## src/rtl/fpu_sqrt_iter.sv

```systemverilog
`default_nettype none
// ============================================================================
// Module   : fpu_sqrt_iter
// Brief    : Iterative IEEE-754 square root, one root bit per cycle, RNE,
//            start/cmd_end/busy handshake. FPU_SQRT_DENORM_EN normalises
//            denormal inputs; otherwise they are flushed to a signed zero.
// Revision : 1.0 - initial release
// ============================================================================
module fpu_sqrt_iter #(
    parameter int EXP_W = 8,
    parameter int MAN_W = 23
) (
    input  logic                   clk,
    input  logic                   arst,
    input  logic                   start,
    input  logic [EXP_W+MAN_W:0]   a_operand,
    output logic [EXP_W+MAN_W:0]   ieee_packet_out,
    output logic                   cmd_end,
    output logic                   busy,
    output logic                   invalid,
    output logic                   inexact
);
    localparam int c_W  = 1 + EXP_W + MAN_W;
    localparam int c_EW = 16;
    localparam int c_CW = 6;
    localparam int c_RW = MAN_W + 4;
    localparam int c_QW = MAN_W + 2;
    localparam int c_DW = 2 * MAN_W + 4;
    localparam logic signed [c_EW-1:0] c_BIAS = c_EW'((1 << (EXP_W - 1)) - 1);
    localparam logic [c_CW-1:0] c_ITER_LAST = c_CW'(MAN_W + 1);
    localparam logic [c_W-1:0] c_QNAN = {1'b0, {EXP_W{1'b1}}, 1'b1, {(MAN_W-1){1'b0}}};

    typedef enum logic [2:0] {
        S_IDLE   = 3'd0,
        S_UNPACK = 3'd1,
        S_NORM   = 3'd2,
        S_ITER   = 3'd3,
        S_ROUND  = 3'd4,
        S_DONE   = 3'd5
    } state_t;

    state_t r_state;
    state_t w_next;

    logic [c_W-1:0]  r_op;
    logic [c_DW-1:0] r_rad;
    logic [c_RW-1:0] r_rem;
    logic [c_QW-1:0] r_q;
    logic [c_CW-1:0] r_cnt;
    logic [EXP_W-1:0] r_exp;
    logic            r_special;
    logic [c_W-1:0]  r_spec_res;
    logic            r_spec_inv;

    // operand fields and classification
    logic             w_sign;
    logic [EXP_W-1:0] w_exp_f;
    logic [MAN_W-1:0] w_frac;
    logic             w_exp_max;
    logic             w_exp_zero;
    logic             w_frac_zero;
    logic             w_special;
    logic [c_W-1:0]   w_spec_res;
    logic             w_spec_inv;

    assign w_sign      = r_op[c_W-1];
    assign w_exp_f     = r_op[c_W-2:MAN_W];
    assign w_frac      = r_op[MAN_W-1:0];
    assign w_exp_max   = &w_exp_f;
    assign w_exp_zero  = ~|w_exp_f;
    assign w_frac_zero = ~|w_frac;

    always_comb begin
        w_special  = 1'b1;
        w_spec_res = c_QNAN;
        w_spec_inv = 1'b0;
        if (w_exp_max && !w_frac_zero) begin
            w_spec_inv = ~w_frac[MAN_W-1];
        end else if (w_exp_zero && w_frac_zero) begin
            w_spec_res = r_op;
`ifndef FPU_SQRT_DENORM_EN
        end else if (w_exp_zero) begin
            w_spec_res = {w_sign, {(c_W-1){1'b0}}};
`endif
        end else if (w_sign) begin
            w_spec_inv = 1'b1;
        end else if (w_exp_max) begin
            w_spec_res = r_op;
        end else begin
            w_special = 1'b0;
        end
    end

`ifdef FPU_SQRT_DENORM_EN
    logic [c_CW-1:0] r_shift;
    logic [c_CW-1:0] w_lzc;

    // shift that moves the leading one of a denormal fraction into the hidden bit
    always_comb begin
        w_lzc = '0;
        for (int i = 0; i < MAN_W; i++) begin
            if (w_frac[i]) w_lzc = c_CW'(MAN_W - i);
        end
    end
`endif

    // iteration setup: unbiased exponent, significand and result exponent
    logic [MAN_W-1:0]        w_ld_frac;
    logic signed [c_EW-1:0]  w_ld_e;
    logic [c_QW-1:0]         w_ld_s;
    logic [EXP_W-1:0]        w_res_exp;

    always_comb begin
        w_ld_frac = w_frac;
        w_ld_e    = $signed(c_EW'(w_exp_f)) - c_BIAS;
`ifdef FPU_SQRT_DENORM_EN
        if (r_state == S_NORM) begin
            w_ld_frac = w_frac << r_shift;
            w_ld_e    = $signed(c_EW'(1)) - c_BIAS - $signed(c_EW'(r_shift));
        end
`endif
    end

    assign w_ld_s    = w_ld_e[0] ? {1'b1, w_ld_frac, 1'b0} : {2'b01, w_ld_frac};
    assign w_res_exp = EXP_W'((w_ld_e >>> 1) + c_BIAS);

    // restoring root step: trial subtract (4q+1) from the shifted remainder
    logic [c_RW+1:0] w_cur;
    logic [c_RW-1:0] w_sub;
    logic [c_RW-1:0] w_diff;
    logic            w_ge;

    assign w_cur  = {r_rem, r_rad[c_DW-1 -: 2]};
    assign w_sub  = {r_q, 2'b01};
    assign w_ge   = (w_cur >= {2'b00, w_sub});
    assign w_diff = w_cur[c_RW-1:0] - w_sub;

    // round to nearest-even
    logic [MAN_W:0]   w_m;
    logic             w_guard;
    logic             w_sticky;
    logic             w_up;
    logic             w_carry;
    logic [MAN_W-1:0] w_frac_rnd;
    logic [EXP_W-1:0] w_exp_rnd;

    assign w_m        = r_q[c_QW-1:1];
    assign w_guard    = r_q[0];
    assign w_sticky   = |r_rem;
    assign w_up       = w_guard & (w_sticky | w_m[0]);
    assign w_carry    = w_up & (&w_m);
    assign w_frac_rnd = w_m[MAN_W-1:0] + MAN_W'(w_up);
    assign w_exp_rnd  = r_exp + EXP_W'(w_carry);

    always_ff @(posedge clk or posedge arst) begin
        if (arst) r_state <= S_IDLE;
        else      r_state <= w_next;
    end

    // specials pass through ROUND so every result loads the outputs from one place
    always_comb begin
        w_next = r_state;
        case (r_state)
            S_IDLE:   if (start) w_next = S_UNPACK;
            S_UNPACK: begin
                if (w_special) begin
                    w_next = S_ROUND;
`ifdef FPU_SQRT_DENORM_EN
                end else if (w_exp_zero) begin
                    w_next = S_NORM;
`endif
                end else begin
                    w_next = S_ITER;
                end
            end
            S_NORM:   w_next = S_ITER;
            S_ITER:   if (r_cnt == '0) w_next = S_ROUND;
            S_ROUND:  w_next = S_DONE;
            S_DONE:   w_next = S_IDLE;
            default:  w_next = S_IDLE;
        endcase
    end

    always_ff @(posedge clk or posedge arst) begin
        if (arst) begin
            r_op            <= '0;
            r_rad           <= '0;
            r_rem           <= '0;
            r_q             <= '0;
            r_cnt           <= '0;
            r_exp           <= '0;
            r_special       <= 1'b0;
            r_spec_res      <= '0;
            r_spec_inv      <= 1'b0;
`ifdef FPU_SQRT_DENORM_EN
            r_shift         <= '0;
`endif
            ieee_packet_out <= '0;
            cmd_end         <= 1'b0;
            busy            <= 1'b0;
            invalid         <= 1'b0;
            inexact         <= 1'b0;
        end else begin
            cmd_end <= (w_next == S_DONE);
            busy    <= (w_next != S_IDLE);
            case (r_state)
                S_IDLE: begin
                    if (start) r_op <= a_operand;
                end
                S_UNPACK, S_NORM: begin
                    r_special  <= w_special;
                    r_spec_res <= w_spec_res;
                    r_spec_inv <= w_spec_inv;
                    r_rad      <= {w_ld_s, {c_QW{1'b0}}};
                    r_rem      <= '0;
                    r_q        <= '0;
                    r_cnt      <= c_ITER_LAST;
                    r_exp      <= w_res_exp;
`ifdef FPU_SQRT_DENORM_EN
                    if (r_state == S_UNPACK) r_shift <= w_lzc;
`endif
                end
                S_ITER: begin
                    r_rad <= {r_rad[c_DW-3:0], 2'b00};
                    r_rem <= w_ge ? w_diff : w_cur[c_RW-1:0];
                    r_q   <= {r_q[c_QW-2:0], w_ge};
                    r_cnt <= r_cnt - 1'b1;
                end
                S_ROUND: begin
                    if (r_special) begin
                        ieee_packet_out <= r_spec_res;
                        invalid         <= r_spec_inv;
                        inexact         <= 1'b0;
                    end else begin
                        ieee_packet_out <= {w_sign, w_exp_rnd, w_frac_rnd};
                        invalid         <= 1'b0;
                        inexact         <= w_guard | w_sticky;
                    end
                end
                default: ;
            endcase
        end
    end

endmodule
`default_nettype wire

```

## config.mk

```make
export PLATFORM = sky130hd
export DESIGN_NAME = fpu_sqrt_iter
export DESIGN_NICKNAME = d
export VERILOG_FILES = /design/src/rtl/fpu_sqrt_iter.sv
export SDC_FILE = /design/constraint.sdc
export NUM_CORES = 1
export LEC_CHECK = 0
export BUFFER_PORTS_ARGS = -buffer_cell sky130_fd_sc_hd__buf_2
export CAP_MARGIN = 20
export CORE_ASPECT_RATIO = 0.5
export CORE_MARGIN = 2
export CORE_UTILIZATION = 45
export CTS_CLUSTER_SIZE = 24
export DETAILED_ROUTE_END_ITERATION = 7
export SLEW_MARGIN = 20
export SYNTH_ARGS = -nofsm -noshare
export SYNTH_HDL_FRONTEND = slang
export SYNTH_SLANG_ARGS = --single-unit
```

## constraint.sdc

```tcl
create_clock -name clk -period 8.01 [get_ports clk]
set_input_delay 0.4005 -clock clk [delete_from_list [all_inputs] [get_ports clk]]
set_output_delay 0.4005 -clock clk [all_outputs]
set_load 0.02 [all_outputs]
```

# --- Word-level counts from Yosys, hierarchy flattened ---
# Cells that the tools add are included.
word_totals:
  elab_cells: 74
  ff_bits: 221
  out_inout_bits: 36
classes:
  reduce_logical: 15
  n_lt_le_gt_ge: 1
  eq_ne: 5
  bitwise: 5
  muxes: 27
  n_addsub: 6
ops:
  columns: ["op", "n"]
  rows:
  - ["32-bit 2-to-1 mux", 4]
  - ["50-bit one-hot mux with 2 select lines", 1]
  - ["31-bit 2-to-1 mux", 2]
  - ["27-bit one-hot mux with 2 select lines", 1]
  - ["25-bit one-hot mux with 2 select lines", 1]
  - ["29-bit by 27-bit >= comparator with 1-bit output", 1]
  - ["27-bit 2-to-1 mux", 1]
  - ["27-bit OR reduction", 1]
  - ["27-bit subtractor", 1]
  - ["25-bit 2-to-1 mux", 1]
  - ["24-bit AND reduction", 1]
  - ["23-bit by 1-bit adder with 23-bit output", 1]
  - ["23-bit OR reduction", 1]
  - ["3-bit one-hot mux with 5 select lines", 1]
  - ["6-bit one-hot mux with 2 select lines", 1]
  - ["1-bit 2-to-1 mux", 11]
  - ["3-bit 2-to-1 mux", 3]
  - ["8-bit by 7-bit subtractor with 9-bit output, second input constant", 1]
  - ["8-bit by 1-bit adder with 8-bit output", 1]
  - ["8-bit adder, second input constant", 1]
  - ["8-bit AND reduction", 1]
  - ["8-bit OR reduction", 1]
  - ["3-bit by 2-bit == test with 1-bit output, second input constant", 2]
  - ["3-bit == test, second input constant", 2]
  - ["other kinds (13)", 17]

# --- Logic depth before layout (Yosys ltp) ---
# Gate-level depths: netlist of the first run.
logic_depth:
  word_depth: 9
  mapped_depth: 13
  ltp_nobuf: 13

# --- Least setup slack after synthesis of the first run ---
# OpenSTA, ideal clock, no wires.
synth_timing:
  path_type: "register to register"
  start: "reg r_op[23]"
  end: "reg r_state[0]"
  path_buffers: 2
  path_stages_with_launch: 11
  setup_time_ns: 0.124
  slack_ns: 5.337
  t_arrival_ns: 2.549
  cell_sequence: "dfrtp_1 clkbuf_1 buf_1 inv_1 ha_1 or4b_2 nor4_2 nor3b_1 nand3b_1 a21oi_1 a211o_1"
synth_via:
  elab_chain_cells: 8
  elab_cells_between_ends: 12
  cone_classes: "mux (7); reduce/logical (5)"
synth_lines:
  columns: ["element", "line_no", "rtl"]
  rows:
  - ["from (decl)", "45", "logic [c_W-1:0] r_op;"]
  - ["from (signal assigned)", "208", "if (start) r_op <= a_operand;"]
  - ["8-bit AND reduction", "69", "assign w_exp_max = &w_exp_f;"]
  - ["1-bit 2-to-1 mux", "87", "end else if (w_exp_max) begin"]
  - ["1-bit 2-to-1 mux", "85", "end else if (w_sign) begin"]
  - ["1-bit 2-to-1 mux", "82", "end else if (w_exp_zero) begin"]
  - ["1-bit 2-to-1 mux", "79", "end else if (w_exp_zero && w_frac_zero) begin"]
  - ["1-bit 2-to-1 mux (*)", "77", "if (w_exp_max && !w_frac_zero) begin"]
  - ["3-bit 2-to-1 mux (*)", "166", "if (w_special) begin"]
  - ["3-bit one-hot mux with 5 select lines (*)", "163", "case (r_state)"]
  - ["named net w_next[0]", "43", "state_t w_next;"]
  - ["to (signal assigned)", "157", "else r_state <= w_next;"]
  - ["to (decl)", "42", "state_t r_state;"]
# The timed path passes the listed nets; every way through them passes the cells marked *.
# A chain may end at the register's enable or synchronous reset.

# --- Worst setup path in the final report of the first run ---
layout_timing:
  start: "reg r_rem[3]"
  end: "reg ieee_packet_out[18]"
layout_via:
  elab_chain_cells: 5
layout_lines:
  columns: ["element", "line_no", "rtl"]
  rows:
  - ["from (decl)", "47", "logic [c_RW-1:0] r_rem;"]
  - ["from (signal assigned)", "225", "r_rem <= w_ge ? w_diff : w_cur[c_RW-1:0];"]
  - ["27-bit OR reduction", "149", "assign w_sticky = |r_rem;"]
  - ["1-bit OR", "150", "assign w_up = w_guard & (w_sticky | w_m[0]);"]
  - ["1-bit AND", "150", null]
  - ["23-bit by 1-bit adder with 23-bit output", "152", "assign w_frac_rnd = w_m[MAN_W-1:0] + MAN_W'(w_up);"]
  - ["32-bit 2-to-1 mux", "230", "if (r_special) begin"]
  - ["to (signal assigned)", "231", "ieee_packet_out <= r_spec_res;"]
  - ["to (signal assigned)", "235", "ieee_packet_out <= {w_sign, w_exp_rnd, w_frac_rnd};"]
  - ["to (decl)", "17", "output logic [EXP_W+MAN_W:0] ieee_packet_out,"]
# No other way between the ends.

==> implementation parameters, run 1 <==
Parameter                              Value

Place
  Detailed placer's ending HPWL ... 16.9 mm
  Placed instance area ... 0.0112 mm^2
  Number of buffer cells added on primary ports ... 70
  Final weighted congestion in routability-driven placement ... between 0.8 and 0.9

Setup path
  Startpoint class of the critical path ... flop
  Crit Path Class ... flop to flop
  CP max stage cell ... sky130_fd_sc_hd__nor4_1
  Delay contributed by the slowest stage of the critical path ... 500 ps
  Worst path top cell family by delay ... simple AND/OR/NAND/NOR gates
  Nature of the critical path endpoint ... flop
  Worst path buffer plus inverter count ... 0
  Worst endpoint data arrival time ... 3500 ps
  Data required time of the worst path ... 8350 ps
  Crit path max fanout ... 6
  Critical-path cell list ... nor4_1 > nand3_1 > nor2_1 > a21oi_1 > ha_1 > ha_1 > nand3_1 > nor2_1 > nand2_1 > nor3_1 > xnor2_1 > o21ai_0 > mux2_2

Cells and area
  Area Overhead vs Synth ... 11.0%
  # fillers ... ~2.1k
  Post-Layout Inst Area ... roughly 0.012 mm^2
  Share of layout cells above drive strength 1 ... 0.142
  Diode count ... 0
  Final net count ... 1235

Route
  DRT iter0 DRCs ... approximately 500
  Routed len/inst ... 16.2 um
  First-pass DRT Iterations ... 5
  Count of antenna-violating nets left after detailed routing ... 0
  Total DRC errors in the routed layout ... 0
  Post-detailed-routing wire length ... 24.0 mm
  Via-per-instance ratio ... 5.43
  Detailed-route via count ... 8069

Global route
  Congestion Overflow GR ... 0
  Number of global-route vias before repair ... 7886
  Pin count of the biggest net entering global routing ... 122
  Antenna violations before repair ... 0
  GRT Resource Usage Total ... 0.205
  Wire length of the first global-routing pass ... 41.1 mm

Clocking
  Number of gates resized after CTS ... 0
  Setup bufs post-CTS ... 0
  Clk buf depth ... 2
  Clock latency on the worst-skew pair ... approximately 450 ps
  Cell at the root of the clock tree ... sky130_fd_sc_hd__clkbuf_16
  Clock buffers created by TritonCTS ... 17
  H-tree level count ... 4
  Clock-pin slew reported for the worst setup and hold paths after clock tree synthesis ... 70 ps
  TritonCTS clock tree ... done
  Sinks on the clock net ... 196
  Count of hold-fix buffers inserted at cts ... 0

Synth
  Syn Nets ... between 1k and 1.5k
  Register area share after synthesis ... 0.463
  Post-synthesis area per instance ... 9.39 um^2
  Number of synthesized flops with an enable pin ... 0
  Mapped Area ... between 0.01 and 0.015 mm^2
  Most frequent cells after synthesis ... sky130_fd_sc_hd__dfrtp_1, sky130_fd_sc_hd__nand2_1, sky130_fd_sc_hd__nor2_1, sky130_fd_sc_hd__o21ai_0, sky130_fd_sc_hd__a21oi_1
  Synth top area share ... 0.463
  Yosys Warn Count ... 0
  Flip-flop and latch count after synthesis ... between 150 and 200
  Largest area contributor in the netlist ... sky130_fd_sc_hd__dfrtp_1
  Most area-consuming cells after synthesis ... sky130_fd_sc_hd__dfrtp_1, sky130_fd_sc_hd__mux2i_1, sky130_fd_sc_hd__nand2_1
  Most instantiated library cell after synthesis ... sky130_fd_sc_hd__dfrtp_1
  Count of different cell masters after synthesis ... 69
  Fraction of synthesis flops using an asynchronous set or reset pin ... 1.00
  Top FF cell, synth ... sky130_fd_sc_hd__dfrtp_1
  Cells after Synth ... between 1k and 1.5k

Timing
  Setup repair after global routing missed its margin ... no
  Post-layout min period ... around 3200 ps
  Final clock skew ... between 10 and 15 ps
  Accumulated negative setup slack ... 0 ps
  Final setup viols ... 0
  Final count of pins violating max slew ... 0
  Fmax achieved ... 316 MHz
  Smallest hold slack ... 70.0 ps
  Endpoints failing hold ... 0
  Final clock period utilization by the worst path ... 0.395
  Slew margin rel. ... 0.347
  Transition time at the pin with the least slew margin ... 980 ps

Die
  Count of standard-cell rows ... 39
  Die Outline Area ... about 0.025 mm^2
  Placeable core region ... 0.0230 mm^2
  Boundary pin count ... 71
  DIE WIDTH ... 221 um
  Vertical extent of the die ... 113 um
  Effective utilization at floorplan ... 0.461

Pwr
  Static Leak ... 5.27 nW
  Power density normalized to cell area ... 399 mW/mm^2
  Total design power ... about 4.7 mW
  Worst vdd ir ... 222 uV

Status
  Result of the run ... completed

Flow run
  Max cap viols ... 0

Hold path
  Classification of the worst-slack hold path ... input port to async pin
[cell usage in the layout (no fill, tap or decap), types with 7 or more instances in the layout]
master	count
sky130_fd_sc_hd__a21o_1	8
sky130_fd_sc_hd__a21oi_1	83
sky130_fd_sc_hd__and2_1	23
sky130_fd_sc_hd__and3_1	9
sky130_fd_sc_hd__buf_2	70
sky130_fd_sc_hd__buf_4	7
sky130_fd_sc_hd__clkbuf_16	17
sky130_fd_sc_hd__dfrtp_1	195
sky130_fd_sc_hd__ha_1	35
sky130_fd_sc_hd__inv_1	39
sky130_fd_sc_hd__mux2_2	33
sky130_fd_sc_hd__mux2i_1	54
sky130_fd_sc_hd__nand2_1	133
sky130_fd_sc_hd__nand2b_1	8
sky130_fd_sc_hd__nand3_1	28
sky130_fd_sc_hd__nand4_1	10
sky130_fd_sc_hd__nor2_1	93
sky130_fd_sc_hd__nor3_1	12
sky130_fd_sc_hd__nor4_1	16
sky130_fd_sc_hd__o21ai_0	86
sky130_fd_sc_hd__o21ai_1	30
sky130_fd_sc_hd__o22ai_1	26
sky130_fd_sc_hd__xnor2_1	42
sky130_fd_sc_hd__xor2_1	17
[final timing paths]
check / cells after the start / endpoint / slack, ps / start
max: 13 / ieee_packet_out[18] / 4840 / r_rem[3]
min: 2 / r_op[29] / 70 / arst
max reg2reg: 13 / ieee_packet_out[18] / 4840 / r_rem[3]
min reg2reg: 2 / ieee_packet_out[4] / 470 / ieee_packet_out[4]
max in group asynchronous: 3 / r_rem[10] / 6370 / arst
min in group clk: 3 / r_op[23] / 160 / a_operand[23]
[cells by family after synthesis]
family / count (synthesis) / synth area share
AOI/OAI and AO/OA: 282 / 0.157
xor gates and xnor gates: 59 / 0.0488
adders and majority gates: 35 / 0.0413
buffers and inverters: 100 / 0.0397
DFF: 196 / 0.463
muxes: 87 / 0.0861
and+or+nand+nor: 369 / 0.165
[through the flow]
stage | util | std cells | setup slack (ps)
finish | 0.512 | 1485 | 4840
global route | 0.512 | 1485 | 4560
CTS | 0.512 | 1485 | 4800
detailed placement | 0.486 | 1453 | 4820
global placement | 0.484 | 1452 | 4660
floorplan | - | 1128 | 2270
[registers in the layout, indices dropped and copies added, names as in the netlist, 6 cells and up]
signal / flops
r_exp: 8
r_spec_res: 32
r_rad: 25
r_rem: 27
ieee_packet_out: 32
r_cnt: 6
r_q: 25
r_op: 32
[area by class of cell]
type / count / area, um^2 / share of cell area
Multi-Input combinational cell: 832 / 5290 / 0.449
Inverter: 40 / 158 / 0.0134
Timing Repair Buffer: 78 / 430 / 0.0366
Clock buffer: 19 / 443 / 0.0377
Sequential cell: 196 / 4910 / 0.417
Clock inverter: 13 / 154 / 0.0131
Tap cell: 307 / 384 / 0.0327
[power breakdown]
group	leakage (nW)	total (mW)	internal [mW]	switching, mW
sequential	2.52	1.57	1.26	0.307
clock	0.297	0.885	0.499	0.386
combinational	2.45	2.24	0.942	1.30
total	5.27	4.69	2.71	1.99
[layer usage]
| layer | vias to the layer above | track usage | routed length [um] |
|---|---|---|---|
| li1 | 4038 | - | - |
| met1 | 3903 | 0.292 | 12300 |
| met2 | 111 | 0.321 | 10700 |
| met3 | 17 | 0.0356 | 727 |
| met4 | 0 | 0.0626 | 322 |
| met5 | - | 0 | 0 |
(Power assumes the default switching activity.)
==> inputs of run 2 (changes only) <==
- clock period: 8.01 -> 2.7 ns (I/O delays scaled with it)
==> implementation parameters, run 2 (synthesis results as in run 1) <==
Parameter                              Value

Route
  Detailed-route via count ... a little under 9k
  First-pass DRT Iterations ... 5
  Routed len/inst ... ~17 um
  Met3 routed wirelength ... about 1.1 mm
  Total DRC errors in the routed layout ... 0
  DRT met1 WL ... 13.1 mm
  Max Used Layer ... met4
  Post-detailed-routing wire length ... about 27 mm
  Via-per-instance ratio ... 5.41
  DRT iter0 DRCs ... 487
  Met2 layer wire length in the routed design ... between 10 and 15 mm
  Count of antenna-violating nets left after detailed routing ... 0

Global route
  Antenna violations before repair ... 0
  GRT Resource Usage Total ... 0.219
  Wire length of the first global-routing pass ... 44.1 mm
  Congestion Overflow GR ... 0
  Pin count of the biggest net entering global routing ... 79
  Number of global-route vias before repair ... roughly 8.7k

Timing
  Final setup viols ... 0
  Final clock period utilization by the worst path ... 0.996
  Final clock skew ... about 10 ps
  Fmax achieved ... 372 MHz
  Endpoints failing hold ... 0
  Slew margin rel. ... 0.433
  Final count of pins violating max slew ... 0
  Smallest hold slack ... ~370 ps
  Post-layout min period ... around 2700 ps
  Setup repair after global routing missed its margin ... yes
  Transition time at the pin with the least slew margin ... 850 ps

Die
  DIE WIDTH ... 221 um
  Effective utilization at floorplan ... 0.461
  Vertical extent of the die ... 113 um
  Die Outline Area ... about 0.025 mm^2
  Boundary pin count ... 71
  Count of standard-cell rows ... 39
  Placeable core region ... 0.0230 mm^2

Flow run
  Max cap viols ... 0

Setup path
  Register-to-Register Setup Slack ... 10 ps
  Startpoint class of the critical path ... flop
  R2R Path End ... r_rem[18]
  Worst endpoint data arrival time ... between 3000 and 4000 ps
  Cell mode on critical path ... sky130_fd_sc_hd__a21oi_4
  Delay contributed by the slowest stage of the critical path ... 380 ps
  Reg-to-reg startpoint ... r_rem[6]
  Number of cells traversed by the worst register-to-register path ... 12
  Nature of the critical path endpoint ... flop
  Crit path max fanout ... 4
  Critical-path cell list ... buf_4 > ha_4 > a21oi_4 > o21ai_2 > a22oi_2 > a21oi_4 > a2111oi_4 > o21ai_4 > buf_12 > clkbuf_16 > o2111a_1 > o31ai_2
  CP max stage cell ... sky130_fd_sc_hd__dfrtp_1
  Crit Path Class ... flop to flop
  Data required time of the worst path ... 3050 ps

Pwr
  Total design power ... 15.4 mW
  Worst vdd ir ... 577 uV
  Static Leak ... 5.89 nW
  Power density normalized to cell area ... 1160 mW/mm^2

Cells and area
  FF/Latch Area ... between 0.004 and 0.005 mm^2
  Final net count ... 1356
  # fillers ... 2039
  Area of combinational cells with multiple inputs ... 0.00570 mm^2
  Share of layout cells above drive strength 1 ... 0.252
  Area Overhead vs Synth ... 25.7%
  Leading cell type in the layout, fill and taps excluded ... sky130_fd_sc_hd__dfrtp_1
  Largest registers in the final layout ... ieee_packet_out: 32 flops, r_op: 32 flops, r_spec_res: 32 flops
  Final standard cell count with taps included and fillers excluded ... 1606
  Diode count ... 0
  Most frequent cells in the layout ... sky130_fd_sc_hd__dfrtp_1, sky130_fd_sc_hd__nand2_1, sky130_fd_sc_hd__nor2_1

Hold path
  Classification of the worst-slack hold path ... input port to async pin

Clocking
  Clock-pin slew reported for the worst setup and hold paths after clock tree synthesis ... ~70 ps
  Cell at the root of the clock tree ... sky130_fd_sc_hd__clkbuf_16
  Clock latency on the worst-skew pair ... 450 ps
  TritonCTS clock tree ... done
  Clock buffers created by TritonCTS ... 17
  H-tree level count ... 4
  Sinks on the clock net ... 196
  Clk buf depth ... 2

Status
  Result of the run ... completed

Place
  Final weighted congestion in routability-driven placement ... 0.916
  Cell count after placement ... 1530
  Number of buffer cells added on primary ports ... 70
  Detailed placer's ending HPWL ... approximately 19 mm
-- run 2: cell types whose count changed in the layout (fill, tap and decap cells not counted), sizes merged --
cell	delta
buf	+84
bufinv	-2
clkbuf	+5
dlygate4sd3	+34
-- run 2: how the worst max path moves through the flow --
stage                           to  startpoint
5_1_grt                  r_rem[18]    r_rem[6]
2_1_floorplan                 busy        arst
6_report                 r_rem[18]    r_rem[6]
3_3_place_gp   ieee_packet_out[18]    r_rem[2]
4_1_cts        ieee_packet_out[18]    r_rem[3]
3_5_place_dp   ieee_packet_out[18]    r_rem[3]
-- run 2: per-stage QoR --
step	area [um^2]	setup TNS (ps)	utilization	setup WS, ps
after floorplan	10600	0	-	26.6
after global placement	11800	-846	0.514	-152
final	13300	0	0.579	11.4
after global routing	13300	-131	0.579	-57.7
after detailed placement	11800	-1130	0.514	-195
after CTS	12800	0	0.555	0.914
-- run 2: area by class of cell --
class                   instances  share of cell area
multi-input cells             832               0.428
flip-flops and latches        196               0.370
repair buffers                199               0.118
clock buffers                  21              0.0361
well taps                     307              0.0288
inverters                      40              0.0116
clock inverters                11             0.00733
-- run 2: report_power, final --
group	total, mW	switching [mW]	internal (mW)
Clock	2.53	1.15	1.37
Combinational	8.33	4.49	3.84
Sequential	4.56	0.806	3.76
-- run 2: routing by layer --
| metal | GRT usage | vias up |
|---|---|---|
| li1 | - | 4266 |
| met1 | 0.305 | 4210 |
| met2 | 0.350 | 177 |
| met3 | 0.0369 | 38 |
| met4 | 0.0747 | 0 |
| met5 | 0 | - |
-- run 2: worst max-delay path, delay by kind of cell (launching register included) --
kind                       cells  cell delay [ps]
buffers and inverters          3              480
DFF                            1              380
adders and majority gates      1              260
AOI/OAI and AO/OA              8             1460
-- run 2: timing repair --
| item | in CTS | in global routing |
|---|---|---|
| pin swaps | 0 | 28 |
| endpoints found under the setup margin | 18 | 45 |
| hold buffers | 34 | 0 |
| buffers inserted | 0 | 8 |
| cloned | 0 | 3 |
| resized for setup | 5 | 92 |
| hold endpoints to repair | 58 | 0 |
==> inputs of run 3 (changes only) <==
- RECOVER_POWER: unset -> 50
==> implementation parameters, run 3 (synthesis results as in run 1) <==
Parameter                              Value

Status
  Result of the run ... completed

Cells and area
  Leading cell type in the layout, fill and taps excluded ... sky130_fd_sc_hd__dfrtp_1
  Final core occ ... 0.576
  Post-Layout Inst Area ... between 0.01 and 0.015 mm^2
  Most frequent cells in the layout ... sky130_fd_sc_hd__dfrtp_1, sky130_fd_sc_hd__nand2_1, sky130_fd_sc_hd__nor2_1
  Area Overhead vs Synth ... 25.0%
  Diode count ... 0
  Final net count ... 1356
  Largest registers in the final layout ... ieee_packet_out: 32 flops, r_op: 32 flops, r_spec_res: 32 flops
  Share of layout cells above drive strength 1 ... 0.224
  Final standard cell count with taps included and fillers excluded ... 1606

Hold path
  Classification of the worst-slack hold path ... input port to flop
  Worst Min Path Start ... a_operand[27]

Global route
  Wire length of the first global-routing pass ... around 44 mm
  Congestion Overflow GR ... 0
  Antenna violations before repair ... 0
  Pin count of the biggest net entering global routing ... 79
  Number of global-route vias before repair ... 8678
  GRT Resource Usage Total ... 0.219

Route
  Via-per-instance ratio ... 5.41
  First-pass DRT Iterations ... 5
  Post-detailed-routing wire length ... 26.9 mm
  DRT iter0 DRCs ... approximately 480
  Detailed-route via count ... 8687
  Total DRC errors in the routed layout ... 0
  Count of antenna-violating nets left after detailed routing ... 0
  Routed len/inst ... approximately 17 um

Clocking
  Clock-pin slew reported for the worst setup and hold paths after clock tree synthesis ... 70 ps
  Clock latency on the worst-skew pair ... 450 ps
  Clk buf depth ... 2
  Cell at the root of the clock tree ... sky130_fd_sc_hd__clkbuf_16
  H-tree level count ... 4
  Sinks on the clock net ... 196
  Clock buffers created by TritonCTS ... 17
  TritonCTS clock tree ... done

Setup path
  Worst setup path start ... r_rem[4]
  Reg-to-reg startpoint ... r_rem[4]
  Crit path max fanout ... 4
  Data required time of the worst path ... ~3100 ps
  Crit Path Class ... flop to flop
  Worst endpoint data arrival time ... around 3000 ps
  Startpoint class of the critical path ... flop
  Nature of the critical path endpoint ... flop

Place
  Cell count after placement ... 1530
  Number of buffer cells added on primary ports ... 70
  Detailed placer's ending HPWL ... 18.6 mm
  Final weighted congestion in routability-driven placement ... between 0.9 and 1
  Placed instance area ... 0.0118 mm^2

Die
  Boundary pin count ... 71
  DIE WIDTH ... about 220 um
  Vertical extent of the die ... 113 um
  Count of standard-cell rows ... 39
  Die Outline Area ... 0.0249 mm^2
  Placeable core region ... 0.0230 mm^2
  Effective utilization at floorplan ... 0.461

Pwr
  Share of power burned in combinational logic ... 0.539
  Cell internal power dissipation ... 8.94 mW
  Switching part of the total power ... 0.419
  Switching power ... 6.46 mW
  Power density normalized to cell area ... between 1000 and 1500 mW/mm^2
  Clock group share of total power ... 0.165
  Worst vdd ir ... 577 uV
  Static Leak ... roughly 5.7 nW
  Relative contribution of sequential cells to total power ... 0.297

Timing
  Smallest hold slack ... 436 ps
  Fmax achieved ... between 300 and 400 MHz
  Transition time at the pin with the least slew margin ... 1450 ps
  Setup repair after global routing missed its margin ... yes
  Slew margin rel. ... 0.0252
  Final clock skew ... between 10 and 15 ps
  Final setup viols ... 0
  Post-layout min period ... 2680 ps
  Endpoints failing hold ... 0
  Accumulated negative setup slack ... 0 ps
  Final count of pins violating max slew ... 0
  Final clock period utilization by the worst path ... 0.992

Flow run
  Max cap viols ... 0
==> run 3: cell count changes in the layout (fill, tap and decap cells not counted), sizes merged <==
cell	delta
clkbuf	+38
buf	-38
==> run 3: power by group through the flow <==
stage / logic [mW] / clock network [mW] / registers (mW)
2_1_floorplan: 5.41 / 0 / 4.42
3_3_place_gp: 7.29 / 0 / 4.51
3_5_place_dp: 7.43 / 0 / 4.55
4_1_cts: 7.52 / 2.60 / 4.51
5_1_grt: 9.10 / 2.72 / 4.67
6_report: 8.30 / 2.53 / 4.57
==> run 3: path summary, 6_finish.rpt <==
check,end,slack (ps),depth (start not counted)
max,r_rem[18],20,12
min,r_op[27],440,3
max reg2reg,r_rem[18],20,12
min reg2reg,inexact,470,2
max in group asynchronous,r_rad[44],560,4
min in group asynchronous,r_spec_res[1],560,3
==> run 3: worst max-delay path, stage by stage, from the launching register on <==
cell and delay [ps]:
sky130_fd_sc_hd__dfrtp_1 380, sky130_fd_sc_hd__buf_4 150, sky130_fd_sc_hd__ha_4 250, sky130_fd_sc_hd__a21oi_2 160, sky130_fd_sc_hd__o21ai_2 90, sky130_fd_sc_hd__a22oi_2 260, sky130_fd_sc_hd__a21oi_4 120, sky130_fd_sc_hd__a2111oi_4 370
sky130_fd_sc_hd__o21ai_4 110, sky130_fd_sc_hd__buf_12 170, sky130_fd_sc_hd__clkbuf_16 150, sky130_fd_sc_hd__o2111a_1 120, sky130_fd_sc_hd__o31ai_2 220
==> run 3: final cells by class <==
cell class,count,area [um^2]
Sequential cell,196,4920
Tap cell,307,384
Inverter,40,151
Multi-Input combinational cell,832,5700
Clock buffer,21,480
Fill cell,2050,9740
Timing Repair Buffer,199,1510
Clock inverter,11,97.6
==> run 3: per-layer routing <==
| layer | global-route usage | routed length (um) |
|---|---|---|
| met1 | 0.305 | 13200 |
| met2 | 0.350 | 12100 |
| met3 | 0.0369 | 1010 |
| met4 | 0.0747 | 550 |
| met5 | 0 | 0 |
==> run 3: metrics by stage <==
stage                     power, mW  setup slack [ps]
after floorplan                9.83              26.6
after global placement         11.8              -152
after detailed placement       12.0              -195
after CTS                      14.6             0.914
after global routing           16.5             -57.7
final                          15.4              21.3
==> run 3: what timing repair did <==
action                     4_1_cts  5_1_grt
setup endpoints to repair       18       45
pin swaps                        0       28
hold buffers                    34        0
hold endpoints to repair        58        0
gates cloned                     0        3
buffers inserted                 0        8
resized for setup                5       92
